## src/rtl/team_06_i2s_tx_scheduler.sv

```systemverilog
// team_06_i2s_tx_scheduler
// Shares the I2S transmit path to the DAC between two 16-bit sample requesters.
// Generates bclk/ws from clk and grants one requester per slot (left, then right)
// by round-robin. The granted word is serialised MSB-first with the standard
// one-bit delay after ws. A slot with no valid requester carries silence.
//
// Optional build macro: TEAM_06_I2S_MONO_DUP_EN adds mono_en; when high, the
// right slot repeats the left word without arbitrating.
//
// Ports:
//   clk, rst            system clock, asynchronous active-low reset
//   enable              run request (IDLE->RUN, RUN->DRAIN)
//   mono_en             (macro builds only) duplicate left word into right slot
//   src0_*/src1_*       requester data/valid in, ready out (combinational grant)
//   bclk, ws, sdata     I2S bit clock, word select (0 = left), serial data
//   frame_start         one-clk pulse following the left-slot grant point
//   underrun            one-clk pulse following an empty grant point
//   underrun_cnt        saturating underrun count, cleared only by reset
`timescale 1ns/1ps
module team_06_i2s_tx_scheduler #(
  parameter int unsigned DATA_W   = 16,
  parameter int unsigned BCLK_DIV = 4,
  parameter int unsigned UCNT_W   = 8
) (
  input  logic              clk,
  input  logic              rst,
  input  logic              enable,
`ifdef TEAM_06_I2S_MONO_DUP_EN
  input  logic              mono_en,
`endif
  input  logic [DATA_W-1:0] src0_data,
  input  logic              src0_valid,
  output logic              src0_ready,
  input  logic [DATA_W-1:0] src1_data,
  input  logic              src1_valid,
  output logic              src1_ready,
  output logic              bclk,
  output logic              ws,
  output logic              sdata,
  output logic              frame_start,
  output logic              underrun,
  output logic [UCNT_W-1:0] underrun_cnt
);

  localparam int unsigned DIV_W = (BCLK_DIV > 1) ? $clog2(BCLK_DIV) : 1;
  localparam int unsigned BIT_W = $clog2(DATA_W);
  localparam logic [DIV_W-1:0] DIV_TC = DIV_W'(BCLK_DIV - 1);
  localparam logic [BIT_W-1:0] BIT_TC = BIT_W'(DATA_W - 1);

  typedef enum logic [1:0] {
    IDLE  = 2'd0,
    RUN   = 2'd1,
    DRAIN = 2'd2
  } state_t;

  state_t            state;
  state_t            state_d;

  logic [DIV_W-1:0]  div_cnt;
  logic [BIT_W-1:0]  bit_cnt;
  logic [DATA_W-1:0] hold;
  logic [DATA_W-1:0] shift;
  logic              rr;          // 1: src1 has priority on a tie

  logic              mono_c;
  logic              fall_c;
  logic              entry_c;
  logic              grant_c;
  logic              stop_c;
  logic              arb_c;
  logic              take0_c;
  logic              take1_c;
  logic              underrun_c;
  logic              new_ws_c;

`ifdef TEAM_06_I2S_MONO_DUP_EN
  assign mono_c = mono_en;
`else
  assign mono_c = 1'b0;
`endif

  // State register
  always_ff @(posedge clk or negedge rst) begin
    if (!rst) begin
      state <= IDLE;
    end else begin
      state <= state_d;
    end
  end

  // Next state, grant point detection and arbitration
  always_comb begin
    state_d    = state;
    fall_c     = 1'b0;
    entry_c    = 1'b0;
    grant_c    = 1'b0;
    stop_c     = 1'b0;
    arb_c      = 1'b0;
    take0_c    = 1'b0;
    take1_c    = 1'b0;
    underrun_c = 1'b0;
    new_ws_c   = 1'b0;

    // bclk is about to fall in this cycle
    fall_c = (state != IDLE) && (div_cnt == DIV_TC) && bclk;

    case (state)
      IDLE: begin
        if (enable) begin
          entry_c = 1'b1;
          state_d = RUN;
        end
      end
      RUN: begin
        if (!enable) begin
          state_d = DRAIN;
        end
      end
      DRAIN: begin
        state_d = DRAIN;
      end
      default: begin
        state_d = IDLE;
      end
    endcase

    grant_c  = entry_c || (fall_c && (bit_cnt == BIT_TC));
    new_ws_c = entry_c ? 1'b0 : ~ws;

    // While draining, the next left grant point ends the run instead of granting
    stop_c = grant_c && (state == DRAIN) && ws;
    if (stop_c) begin
      state_d = IDLE;
    end

    // Mono right slot reuses the held left word and skips arbitration
    arb_c = grant_c && !stop_c && !(mono_c && new_ws_c);

    if (arb_c) begin
      if (src0_valid && (!src1_valid || !rr)) begin
        take0_c = 1'b1;
      end else if (src1_valid) begin
        take1_c = 1'b1;
      end else begin
        underrun_c = 1'b1;
      end
    end
  end

  assign src0_ready = take0_c;
  assign src1_ready = take1_c;

  // Bit clock, serialiser, hold register, arbitration pointer and status
  always_ff @(posedge clk or negedge rst) begin
    if (!rst) begin
      div_cnt      <= '0;
      bit_cnt      <= '0;
      bclk         <= 1'b0;
      ws           <= 1'b0;
      sdata        <= 1'b0;
      hold         <= '0;
      shift        <= '0;
      rr           <= 1'b0;
      frame_start  <= 1'b0;
      underrun     <= 1'b0;
      underrun_cnt <= '0;
    end else begin
      frame_start <= 1'b0;
      underrun    <= 1'b0;

      if (entry_c || stop_c) begin
        // Entry behaves like a falling edge with ws=0 and a zero delay bit
        div_cnt <= '0;
        bit_cnt <= '0;
        bclk    <= 1'b0;
        ws      <= 1'b0;
        sdata   <= 1'b0;
      end else if (state != IDLE) begin
        if (div_cnt == DIV_TC) begin
          div_cnt <= '0;
          bclk    <= ~bclk;
        end else begin
          div_cnt <= div_cnt + DIV_W'(1);
        end

        if (fall_c) begin
          if (bit_cnt == BIT_TC) begin
            bit_cnt <= '0;
            ws      <= ~ws;
          end else begin
            bit_cnt <= bit_cnt + BIT_W'(1);
          end

          // First fall after the grant point starts the new word; the
          // grant-point fall itself shifts out the previous word's LSB.
          if (bit_cnt == '0) begin
            shift <= hold;
            sdata <= hold[DATA_W-1];
          end else begin
            shift <= shift << 1;
            sdata <= shift[DATA_W-2];
          end
        end
      end

      if (take0_c) begin
        hold <= src0_data;
        rr   <= 1'b1;
      end else if (take1_c) begin
        hold <= src1_data;
        rr   <= 1'b0;
      end else if (underrun_c) begin
        hold <= '0;
      end

      if (underrun_c) begin
        underrun <= 1'b1;
        if (underrun_cnt != '1) begin
          underrun_cnt <= underrun_cnt + UCNT_W'(1);
        end
      end

      if (grant_c && !stop_c && !new_ws_c) begin
        frame_start <= 1'b1;
      end
    end
  end

endmodule

```

## config.mk

```make
export PLATFORM = sky130hd
export DESIGN_NAME = team_06_i2s_tx_scheduler
export DESIGN_NICKNAME = d
export VERILOG_FILES = /design/src/rtl/team_06_i2s_tx_scheduler.sv
export SDC_FILE = /design/constraint.sdc
export NUM_CORES = 1
export LEC_CHECK = 0
export BUFFER_PORTS_ARGS = -buffer_cell sky130_fd_sc_hd__buf_2
export CAP_MARGIN = 20
export CORE_ASPECT_RATIO = 0.75
export CORE_MARGIN = 1.5
export CORE_UTILIZATION = 49
export CTS_CLUSTER_SIZE = 12
export DETAILED_ROUTE_END_ITERATION = 8
export PLACE_DENSITY = 0.76
export REMOVE_ABC_BUFFERS = 1
export SETUP_SLACK_MARGIN = 0.4
export SLEW_MARGIN = 5
export SYNTH_ARGS = -nofsm -noshare
export SYNTH_HDL_FRONTEND = slang
export SYNTH_SLANG_ARGS = --single-unit
export TNS_END_PERCENT = 100
```

## constraint.sdc

```tcl
create_clock -name clk -period 2.9 [get_ports clk]
set_input_delay 0.87 -clock clk [delete_from_list [all_inputs] [get_ports clk]]
set_output_delay 0.87 -clock clk [all_outputs]
set_load 0.05 [all_outputs]
```

Word level (Yosys, flattened, before mapping) --
Index checks and enable logic that the tools add are counted.
Word-level totals: flip-flop bits (word level) 53, output and inout bits 15, word-level logic and storage cells 96, input bits 37
Operators by class: add/subtract/negate cells 3, multiplexer cells 41, reductions and logical operators 30, bitwise logic cells 3, equal/unequal tests 7
Operators by type and width (count):
- $mux 16 | 3
- $mux 1 | 26
- $mux 4 | 4
- $mux 15 | 1
- $mux 2 | 6
- $reduce_bool 2->1 | 6
- $add 8x1->8 const B | 1
- $logic_and 1x1->1 | 8
- $ne 8x8->1 const B | 1
- $reduce_and 2->1 | 4
- $ne 3x3->1 const B | 2
- $pmux 2 s3 | 1
- $reduce_and 3->1 | 2
- $add 4x1->4 const B | 1
- $eq 2x2->1 const B | 2
- $eq 4x4->1 const B | 1
- $logic_not 1->1 | 4
- $logic_not 4->1 | 1
- $logic_or 1x1->1 | 3
- $not 1->1 | 3
- $reduce_bool 3->1 | 1
- $add 2x1->2 const B | 1
- $eq 2x1->1 const B | 1
- $logic_not 2->1 | 1

Longest topological paths before layout --
depth after elaboration 13, gate-level depth with buffers 8, gate-level depth less buffers 6

Least setup slack after synthesis --
OpenSTA, ideal clock, no wires.
path type input port to output port, start point input enable, end point output src1_ready, setup slack 150 ps, stages 5, data arrival time 1880 ps, path buffers 2, path through and2_1 > buf_6 > a21o_2 > buf_2 > and3_1
On the way: cells in the longest elaborated chain, start to end 8
Ends and longest elaborated chain:
- from (decl) | RTL line 27 | input logic enable,
- $mux 1 (*) | RTL line 109 | if (enable) begin
- $mux 1 (*) | RTL line 107 | case (state)
- $logic_or 1x1->1 (*) | RTL line 127 | grant_c = entry_c || (fall_c && (bit_cnt == BIT_TC));
- $logic_and 1x1->1 (2 in a row) | RTL line 131 | stop_c = grant_c && (state == DRAIN) && ws;
- $logic_not 1->1 | RTL line 137 | arb_c = grant_c && !stop_c && !(mono_c && new_ws_c);
- $logic_and 1x1->1 (*) | RTL line 137
- $mux 1 (*) | RTL line 139 | if (arb_c) begin
- to (decl) | RTL line 36 | output logic src1_ready,
Mark *: on every way between the ends. The rest lies on a longest branch, timed or not.

Worst setup path in the final report --
start point register state[0], end point output src0_ready
On the way: cells in the longest elaborated chain, start to end 10
Ends and longest elaborated chain:
- from (decl) | RTL line 56 | state_t state;
- from (signal assigned) | RTL line 87 | state <= state_d;
- $reduce_bool 2->1 | RTL line 105 | fall_c = (state != IDLE) && (div_cnt == DIV_TC) && bclk;
- $logic_and 1x1->1 (2 in a row) | RTL line 105
- $logic_and 1x1->1 | RTL line 127
- $logic_or 1x1->1 | RTL line 127
- $logic_and 1x1->1 (2 in a row) | RTL line 131
- $logic_not 1->1 | RTL line 137
- $logic_and 1x1->1 (*) | RTL line 137
- $mux 1 (*) | RTL line 139
- to (decl) | RTL line 33 | output logic src0_ready,
Marked as above.

==> metrics list <==
- DR vias: 2,142
- The repair_antennas step left the layout with diodes totalling 0.
- By startpoint and endpoint, the worst setup path is classified as flop to output pin.
- VDD sags by at most 0.311 mV.
* Number of DRC violations after detailed routing: 0
- The max-slew violation total from the final report is 0.
- Synthesized netlist cell count: 252
- The floorplan has 23 rows.
* Worst-path maximum fanout: 3
- Final TNS setup: 0 ns
- For this design, the sink count on the clock tree is 53.
- Setup ws final: 0.336 ns
- Sum of net half-perimeters after detailed placement: 3970 microns
- The H-tree was split into 2 levels.
* Detailed-route wire length per cell: 15.1 microns
- The finished cells cover 3240 sq um.
- Global routing finished with a remaining overflow of 0.
* Beginning of the worst register-to-register path: state[1]
- In the synthesized netlist the async set-or-reset flop fraction comes to 100%.
- TritonCTS built the clock tree.
- Data on the critical path arrives at its endpoint at 1.69 ns.
* Cell Area, Placed: 3020 sq um
- For this run, the share of the core covered by cells in the final layout is 60.9%.
* Number of enable flip-flop cells after synthesis: 0
- Skew final: 0.00919 ns
- The worst hold path belongs to the class flop to flop.
* Placed instance count: 374
- Critical-path cell list: inv_2 > ha_4 > and3b_4 > a21o_4 > and3_4 > buf_8
- Outcome: completed
* Count of different cell masters after synthesis: 42
- In this run the clock root is driven by a clkbuf_8.
- Setup repair after global routing could not meet its margin everywhere.
* Library cell occupying the most area in the post-synthesis netlist: dfrtp_1
- The floorplan step defined a core boundary enclosing 5320 sq um.
* Global-route usage over all layers: 21.5%
* Endpoint type of the worst setup path: output pin
* Drt pass-1 iters: 4
- Endpoints failing setup: 0
- The initial utilization of the core area, before any placement, comes to 50.4%.
- The finished layout holds 392 standard cells, fillers aside.
- The final critical path takes up 88.4% of the cycle.
- Crit path required time: 2.03 ns
- Summed over all cells, the static leakage comes to 1.61 nW.
* Reg-to-reg setup timing slack: 0.98 ns
* Maximum achievable frequency: 390 MHz
- Later-pin clock latency in the skew report: 0.30 ns
* Hold violation total from the final report: 0
- The worst hold path begins at shift[7].
- Pre-CTS worst setup slack: 0.153 ns
- Shortest period the worst path allows: 2.56 ns
* Number of hold buffers added after CTS: 0
* Clock slew at reported path FFs: 0.08 ns
* Slowest Stage Delay on Critical Path: 0.40 ns
* First-pass GRT wire length: 9690 microns
- After detailed routing, the total wire length is 5930 microns.
- Input and output buffers added on the ports amount to 51.
* Worst-Margin Slew: 0.646 ns
* Flip-flop and latch count after synthesis: 53
- In this run the critical register-to-register path is captured at underrun.
* Total of max-cap violations: 0
- The die is 88.5 microns wide.
* Final weighted congestion in routability-driven placement: 0.842
* Number of vias per cell: 5.46
* Via count of the first global-routing pass: 2,020
* Maximum number of pins on one net before global-route repair: 34
- Cell area after synthesis: 2690 sq um
- For this run, the post-layout net count is 362.
- Endpoint of the worst hold-timing path: shift[7]
* Stages on the worst setup path: 6
- Drt initial violations: 80
- Top_reg_cell synth: dfrtp_1
- Die H: 67.1 microns
* Cells on Worst Hold Path: 2
- No sink is reached through more buffers than the 2 on the longest clock path.
- Worst slew slack as a fraction of its limit: 57.0%
* Cts bufs inserted: 5
- The synthesized design devotes to its leading area cell type 49.4% of total area.
- Cell types occupying the most area after synthesis: dfrtp_1 49%, a21oi_1 6.5%, mux2i_1 6.0%
- P&R area growth vs syn: 20.7%
- Number of routed nets with antenna violations: 0
* Sequential-to-total area share from yosys stat: 49.4%
- Number of cells on the worst reg-to-reg path: 8
- Critical Path Slowest Stage Cell: dfrtp_1
- Average size of a mapped cell: 10.7 sq um
* Area of the die: 5940 sq um
- Worst setup SP type: flop
- P per Cell Area: 904 nW/um^2
- Crit-path leading delay family: flip-flops
* Synthesis Warnings: 0
- Share of cells above drive strength 1: 32.5%
- Pin placement for this block handled 52 I/O pins.
- Counting both buffers and inverters, the worst setup path holds a total of 2.
* Initial antenna violation count: 0
## tightest hold or removal path, cell delays in order (launching register included)
cell,delay (ns)
dfrtp_1,0.35
nand2_1,0.05
o21ai_0,0.06
## timing repair
item,4_1_cts,5_1_grt
pin swaps,2,2
gates resized for setup,15,2
buffers inserted,8,3
setup endpoints to repair,2,2
## worst max path at each step
stage             start    endpoint
2_1_floorplan    enable  src1_ready
3_3_place_gp     enable  src0_ready
3_5_place_dp     enable  src1_ready
4_1_cts        state[1]  src0_ready
5_1_grt        state[0]  src0_ready
6_report       state[0]  src0_ready
## power by group
group	internal, mW	leakage, nW	switching [mW]	total, mW
Sequential	1.03	0.667	0.178	1.21
Clock	0.190	0.0443	0.227	0.417
Combinational	0.574	0.902	0.727	1.30
## layout make-up
cell class	instances	area [sq um]
Clock buffer	7	86.3
Fill cell	436	2080
Inverter	7	26.3
Multi-Input combinational cell	178	1270
Sequential cell	53	1330
Tap cell	75	93.8
Timing Repair Buffer	72	442
## registers in the layout, indices dropped and copies added (netlist names)
signal and cells:
bclk 1, bit_cnt 4, div_cnt 2, frame_start 1, hold 16, rr 1, sdata 1, shift 15
state 2, underrun 1, underrun_cnt 8, ws 1
## layer usage
layer  global-route usage (%)  share of wire, %
met5                        0                 0
met4                     7.03               1.4
met3                     4.71               5.6
met2                     34.3                45
met1                     29.3                48
## Yosys cell counts, types with 2 or more instances
master    number
a21boi_2       2
a21oi_1       35
a21oi_4        2
a22oi_1       16
a31oi_1        3
and3_1         4
buf_2          4
buf_4          4
buf_6          5
dfrtp_1       53
ha_1           8
inv_1          7
mux2_2         2
mux2i_1       16
nand2_1       26
nand3_1        4
nand4_1        3
nor2_1         7
nor3b_1        3
o21ai_0       18
o31ai_1        2
xnor2_1        4
xor2_1         5
## cells by family after synthesis
logic type	after synthesis	share of synthesized area [%]
AOI/OAI and AO/OA	86	20.6
and+or+nand+nor	56	10.9
DFF	53	49.4
buffers and inverters	21	5.08
muxes	19	7.36
xor gates and xnor gates	9	2.94
adders and majority gates	8	3.73
## through the flow
stage               hold WS, ns  total power [mW]
finish                    0.486              2.93
floorplan                 0.449              2.06
detailed placement        0.470              2.39
CTS                       0.490              2.90
global route              0.507              3.14
global placement          0.461              2.33
## cells in the final DEF, fill, tap and decap left out, types with 4 or more instances in the layout
cell type / n
dfrtp_1: 53
buf_2: 49
a21oi_1: 35
nand2_1: 25
buf_4: 20
o21ai_0: 18
mux2i_1: 16
a22oi_1: 16
nor2_1: 7
clkbuf_8: 6
inv_1: 5
xor2_1: 5
nand3_1: 4
xnor2_1: 4
ha_1: 4
(Power assumes the default switching activity.)
